### src/rtl/io_pkg.sv
// Shared I/O constants for the memory-mapped board peripherals.
package io_pkg;
  localparam int          N_SW_DEFAULT        = 10;
  localparam logic [31:0] SW_ADDR             = 32'hC000_0000;
  localparam logic [31:0] LED_ADDR            = 32'hC000_0004;
  localparam int          DEBOUNCE_10MS_50MHZ = 500000;
endpackage

### src/rtl/debounce_bit.sv
// One switch bit: multi-flop synchronizer followed by a restart-on-glitch debounce counter.
module debounce_bit #(
  parameter int SYNC_STAGES     = 2,
  parameter int DEBOUNCE_CYCLES = 500000
) (
  input  logic clk,
  input  logic reset_n,
  input  logic d_raw,
  output logic q,
  output logic changed,
  output logic changed_nxt
);
  localparam int            CW   = $clog2(DEBOUNCE_CYCLES + 1);
  localparam logic [CW-1:0] TERM = CW'(DEBOUNCE_CYCLES - 1);

  logic [SYNC_STAGES-1:0] r_sync;
  logic [CW-1:0]          r_cnt;
  logic                   r_q;
  logic                   r_changed;
  logic                   w_sync;
  logic [CW-1:0]          w_cnt_nxt;
  logic                   w_q_nxt;
  logic                   w_chg_nxt;

  assign w_sync = r_sync[SYNC_STAGES-1];

  // Any return to the accepted level clears the count: no partial credit.
  always_comb begin
    w_cnt_nxt = '0;
    w_q_nxt   = r_q;
    w_chg_nxt = 1'b0;
    if (w_sync != r_q) begin
      if (r_cnt == TERM) begin
        w_q_nxt   = w_sync;
        w_chg_nxt = 1'b1;
      end else begin
        w_cnt_nxt = r_cnt + 1'b1;
      end
    end
  end

  always_ff @(posedge clk or negedge reset_n) begin
    if (!reset_n) begin
      r_sync    <= '0;
      r_cnt     <= '0;
      r_q       <= 1'b0;
      r_changed <= 1'b0;
    end else begin
      r_sync    <= {r_sync[SYNC_STAGES-2:0], d_raw};
      r_cnt     <= w_cnt_nxt;
      r_q       <= w_q_nxt;
      r_changed <= w_chg_nxt;
    end
  end

  assign q           = r_q;
  assign changed     = r_changed;
  // Pre-register strobe so the parent can register an aggregate aligned with changed.
  assign changed_nxt = w_chg_nxt;
endmodule

### src/rtl/switch_conditioner.sv
// Synchronizes and debounces the board slide switches for the dmem switch port.
module switch_conditioner
  import io_pkg::*;
#(
  parameter int N_SW            = N_SW_DEFAULT,
  parameter int SYNC_STAGES     = 2,
  parameter int DEBOUNCE_CYCLES = DEBOUNCE_10MS_50MHZ
) (
  input  logic            clk,
  input  logic            reset_n,
  input  logic [N_SW-1:0] sw_raw,
  output logic [N_SW-1:0] switches,
  output logic [N_SW-1:0] sw_changed,
  output logic            sw_event
);
  logic [N_SW-1:0] w_chg_nxt;
  logic            r_event;

  for (genvar i = 0; i < N_SW; i++) begin : g_bit
    debounce_bit #(
      .SYNC_STAGES    (SYNC_STAGES),
      .DEBOUNCE_CYCLES(DEBOUNCE_CYCLES)
    ) u_db (
      .clk        (clk),
      .reset_n    (reset_n),
      .d_raw      (sw_raw[i]),
      .q          (switches[i]),
      .changed    (sw_changed[i]),
      .changed_nxt(w_chg_nxt[i])
    );
  end

  // Registered from the next-state strobes so it lands in the same cycle as sw_changed.
  always_ff @(posedge clk or negedge reset_n) begin
    if (!reset_n) r_event <= 1'b0;
    else          r_event <= |w_chg_nxt;
  end

  assign sw_event = r_event;
endmodule

### config.mk
export PLATFORM = sky130hd
export DESIGN_NAME = switch_conditioner
export DESIGN_NICKNAME = d
export VERILOG_FILES = /design/src/rtl/io_pkg.sv /design/src/rtl/debounce_bit.sv /design/src/rtl/switch_conditioner.sv
export SDC_FILE = /design/constraint.sdc
export NUM_CORES = 1
export LEC_CHECK = 0
export BUFFER_PORTS_ARGS = -buffer_cell sky130_fd_sc_hd__buf_4
export CORE_ASPECT_RATIO = 0.6
export CORE_MARGIN = 4
export CORE_UTILIZATION = 40
export DETAILED_ROUTE_END_ITERATION = 8
export PLACE_DENSITY = 0.66
export RECOVER_POWER = 50
export SETUP_SLACK_MARGIN = 0.02
export SYNTH_ARGS = -nofsm -noshare
export SYNTH_HDL_FRONTEND = slang
export SYNTH_SLANG_ARGS = --single-unit
### constraint.sdc
create_clock -name clk -period 2.9 [get_ports clk]
set_clock_uncertainty 0.15 [all_clocks]
set_input_delay 0.435 -clock clk [delete_from_list [all_inputs] [get_ports clk]]
set_output_delay 0.435 -clock clk [all_outputs]
set_load 0.01 [all_outputs]
== After elaboration in Yosys (flattened, before gate mapping) ==
Index checks and enable logic that the tools add are counted.

* Register bits: 231
* Input bits: 12
* Output and inout bits: 21
* Logic and storage cells: 122

* $add $sub $neg: 10
* Equality and inequality tests: 20
* Muxes and demuxes: 40
* Reduce and logical (&&, ||, !) cells: 11

{| class="wikitable"
|+ Operators by type and width
! operator !! count
|-
| two-way mux 19 bit || 20
|-
| adder 19 x 1 -> 19 bit (second input constant) || 10
|-
| equality test 19 bit (second input constant) || 10
|-
| two-way mux 1 bit || 20
|-
| AND reduction 2 bit || 10
|-
| inequality test 1 bit || 10
|-
| OR reduction 10 bit || 1
|}

== Logic depth before layout (Yosys ltp) ==
* Depth after elaboration: 4
* Gate-level depth with buffers: 8
* Depth with buffers taken out: 6

== Cells and area by module ==
From an unflattened synthesis, not the netlist that was laid out.

* Cell total of the unflattened synthesis: 1101
* Area total of the unflattened synthesis: 11118.2 µm²

{| class="wikitable"
|+ Modules (own cells, without submodules)
! module !! times used !! cells each !! area an instance (µm²)
|-
| debounce_bit (g_bit[0].u_db ...) || 9 || 110 || 1103.6
|-
| debounce_bit (g_bit[4].u_db) || 1 || 106 || 1139.8
|-
| switch_conditioner || 1 || 5 || 46.3
|}

== Worst setup path before layout ==
Ideal clock, no wire load.

* Kind: register to register
* Start: register g_bit[2].u_db.r_cnt[14]
* End: register g_bit[2].u_db.r_cnt[9]
* Arrival: 1956 ps
* Data required time: 2631 ps
* Slack: 675 ps
* Stages on the path, launching flop included: 8
* Path buffers: 2
* Period minus slack after synthesis: 2225 ps
* Path through: dfrtp_1 -> or4b_1 -> or4_1 -> nor2_1 -> or2_1 -> buf_4 -> buf_4 -> nor2_1

* Cells in the longest elaborated chain, start to end: 3

{| class="wikitable"
|+ RTL lines
! item !! line !! source
|-
| start: declaration || debounce_bit.sv:17 || <nowiki>logic [CW-1:0] r_cnt;</nowiki>
|-
| start signal: assignment || debounce_bit.sv:50 || <nowiki>r_cnt <= w_cnt_nxt;</nowiki>
|-
| equality test 19 bit || debounce_bit.sv:33 || <nowiki>if (r_cnt == TERM) begin</nowiki>
|-
| two-way mux 19 bit || debounce_bit.sv:33 ||
|-
| two-way mux 19 bit || debounce_bit.sv:32 || <nowiki>if (w_sync != r_q) begin</nowiki>
|-
| via g_bit[2].u_db.w_cnt_nxt[9] || debounce_bit.sv:21 || <nowiki>logic [CW-1:0] w_cnt_nxt;</nowiki>
|}

The timed path passes the listed nets, and every way through them passes these cells.
A chain may end at the register's enable or synchronous reset.

== Worst setup path in the final report ==
* Start: register g_bit[2].u_db.r_cnt[10]
* End: register r_event (netlist: sw_event)

* Cells in the longest elaborated chain, start to end: 4

{| class="wikitable"
|+ RTL lines
! item !! line !! source
|-
| equality test 19 bit || debounce_bit.sv:33 ||
|-
| two-way mux 1 bit || debounce_bit.sv:33 ||
|-
| two-way mux 1 bit || debounce_bit.sv:32 ||
|-
| OR reduction 10 bit || switch_conditioner.sv:36 || <nowiki>else r_event <= |w_chg_nxt;</nowiki>
|-
| end signal: assignment || switch_conditioner.sv:36 ||
|-
| end: declaration || switch_conditioner.sv:17 || <nowiki>logic r_event;</nowiki>
|}

Every way passes these cells.

==> results.json <==
{
  "synth_edf_count": 0,
  "grt_pass1_vias": 6707,
  "synth_top_area_share": 0.548,
  "cts_hold_buf": 11,
  "grt_max_degree": 74,
  "synth.distinct_cells": 34,
  "max_cap_violations": 0,
  "p_per_area_nw_per_um2": 552,
  "area_delta_synth_final_pct": 13.2,
  "drc": 0,
  "crit_buf_inv": 0,
  "r2r_end": "sw_event",
  "clock_latency_ns": 0.52,
  "synthTopCellsByArea": "dfrtp_1 (55%), nor2_1 (8.1%), xor2_1 (7.7%)",
  "fmax_mhz": 418,
  "period_share": 0.826,
  "cp_max_fo": 4,
  "rows": 45,
  "r2r_cells": 5,
  "worstSetupPathType": "reg2reg",
  "ant_nets": 0,
  "rrSetupSlack_ns": 0.51,
  "hp-class": "reg2reg",
  "drive_gt1_frac": 0.0822,
  "max-slew-margin-rel": 0.144,
  "routed_wirelength_um": 19700,
  "cts_htree_levels": 1,
  "cpLargestDelayFamily": "simple AND/OR/NAND/NOR gates",
  "cts_buffer_depth": 3,
  "nets": 1090,
  "end_kind": "register",
  "synth-seq-area-share": 0.548,
  "tns_ns": 0,
  "cpPeakStageDelay_ns": 0.57,
  "setup_viol": 0,
  "hold_path_depth": 0,
  "final_common_cell": "dfrtp_1",
  "rsz0062_at_grt": "no",
  "hp-start": "g_bit[5].u_db.r_sync[0]",
  "overflow": 0,
  "slowest_stage": "or4_1",
  "die_w_um": 218,
  "cp_cell_sequence": "or4b_1, or4_1, or3_1, and4_4, nand3_2",
  "core_area_um2": 25600,
  "arrival_ns": 2.71,
  "diodes": 0,
  "ys_async_sr_fraction": 1.00,
  "finalMaxSlewViolations": 0,
  "ios": 33,
  "ir_drop_mv": 0.434,
  "synth.net_count": 1048,
  "fin_util": 0.466,
  "cts.sinks": 231,
  "syn_inst": 1026,
  "p_total_mw": 6.59,
  "vias": 7007,
  "cts_tree": "built",
  "place_congestion": 0.810,
  "wl_per_cell_um": 13.7,
  "dieArea_um2": 29100,
  "port_buffers": 32,
  "grt_pass1_wl_um": 34200,
  "drt_iter0_markers": 445,
  "yosys_most_used_dff": "dfrtp_1",
  "antenna_found_initial": 0,
  "die_y_um": 134,
  "path_clk_slew_ns": 0.07,
  "synth_top_area_cell": "dfrtp_1",
  "placed_area_um2": 11100,
  "cts_made_buffers": 22,
  "ys_warn_count": 0,
  "root_buffer": "clkbuf_16",
  "final_cell_mix": "dfrtp_1 (231), nor2_1 (227), xor2_1 (93)",
  "status": "complete, no violations",
  "syn_avg_cell_area_um2": 10.3,
  "synth_seq_cells": 231,
  "hold_path_end": "g_bit[5].u_db.r_sync[1]",
  "detail_route.first_pass.iterations": 5,
  "cp.required_ns": 3.21,
  "worst_pin_slew_ns": 1.28,
  "gr-usage-all-layers": 0.140,
  "hold_viol": 0,
  "reg2reg_from": "g_bit[2].u_db.r_cnt[10]",
  "via_per_inst": 4.88,
  "power_leakage_nw": 5.20,
  "start_util": 0.412,
  "post-cts-setup-buffers": 0,
  "n_fill_cell": 2337,
  "crit_path_start_kind": "register",
  "cts_resized": 0,
  "fin_crit_ns": 2.39,
  "final_cell_area_um2": 11900,
  "hpwl_um": 13400,
  "netlist_area_um2": 10500
}
-- power by group --
group	internal (mW)	switching (mW)
Combinational	0.0648	0.144
Clock	1.82	1.25
Sequential	3.27	0.0419
-- state kept, by name (all words and copies together), names as in the netlist --
register,cells
g_bit.u_db.r_cnt,190
sw_event,1
g_bit.u_db.changed,10
g_bit.u_db.q,10
g_bit.u_db.r_sync,20
-- Yosys cell counts (all sizes together) (5+ instances only) --
master	count
and3	23
and4	21
buf	27
clkbuf	10
dfrtp	231
ha	10
inv	25
mux2	10
nand2	68
nand3	62
nand3b	6
nand4	43
nor2	227
nor3	24
nor4	17
nor4b	5
or2	7
or4	8
xnor2	87
xor2	93
-- through the flow --
step	setup slack [ns]	std cells	hold WS, ns
6_report	0.506	1435	0.201
3_3_place_gp	0.585	1385	0.183
3_5_place_dp	0.518	1385	0.186
5_1_grt	0.237	1435	0.206
4_1_cts	0.486	1435	0.200
2_1_floorplan	0.675	1026	-0.0106
-- worst max path at each step --
stage	cells past startpoint	startpoint	slack, ns	endpoint
3_3_place_gp	6	g_bit[1].u_db.r_cnt[11]	0.59	g_bit[1].u_db.r_cnt[12]
3_5_place_dp	5	g_bit[2].u_db.r_cnt[10]	0.52	sw_event
5_1_grt	3	reset_n	0.24	g_bit[2].u_db.r_cnt[15]
4_1_cts	5	g_bit[2].u_db.r_cnt[10]	0.49	sw_event
2_1_floorplan	7	g_bit[2].u_db.r_cnt[14]	0.67	g_bit[2].u_db.r_cnt[9]
6_report	5	g_bit[2].u_db.r_cnt[10]	0.51	sw_event
-- kinds of logic (layout without fill, tap and decap cells) --
kind of cell               count (synthesis)  count (layout)  share of synthesized area
AOI/OAI and AO/OA                          1               1                   0.000712
and+or+nand+nor                          532             532                      0.247
muxes                                     10              10                     0.0107
xor gates and xnor gates                 180             180                      0.150
adders and majority gates                 10              10                     0.0119
buffers and inverters                     62             119                     0.0316
DFF                                      231             231                      0.548
-- worst reg2reg max path, delay by kind of cell, from the launching register on --
kind | cells | cell delay (ns)
flip-flops | 1 | 0.42
AND/OR/NAND/NOR | 5 | 1.76
-- final cells by class --
class,count,area (µm²),share of cell area
flip-flops and latches,231,5780,0.484
multi-input cells,733,4430,0.371
clock buffers,29,597,0.0500
well taps,352,440,0.0369
repair buffers,55,424,0.0355
clock inverters,10,168,0.0140
inverters,25,93.8,0.00786
-- per-layer routing --
| metal | global-route usage | vias to the layer above | routed length (µm) |
|---|---|---|---|
| met5 | 0 | - | 0 |
| met4 | 0.0258 | 0 | 295 |
| met3 | 0.0328 | 27 | 804 |
| met2 | 0.185 | 99 | 7490 |
| met1 | 0.232 | 3369 | 11100 |
| li1 | - | 3512 | - |
(Power assumes the default switching activity.)
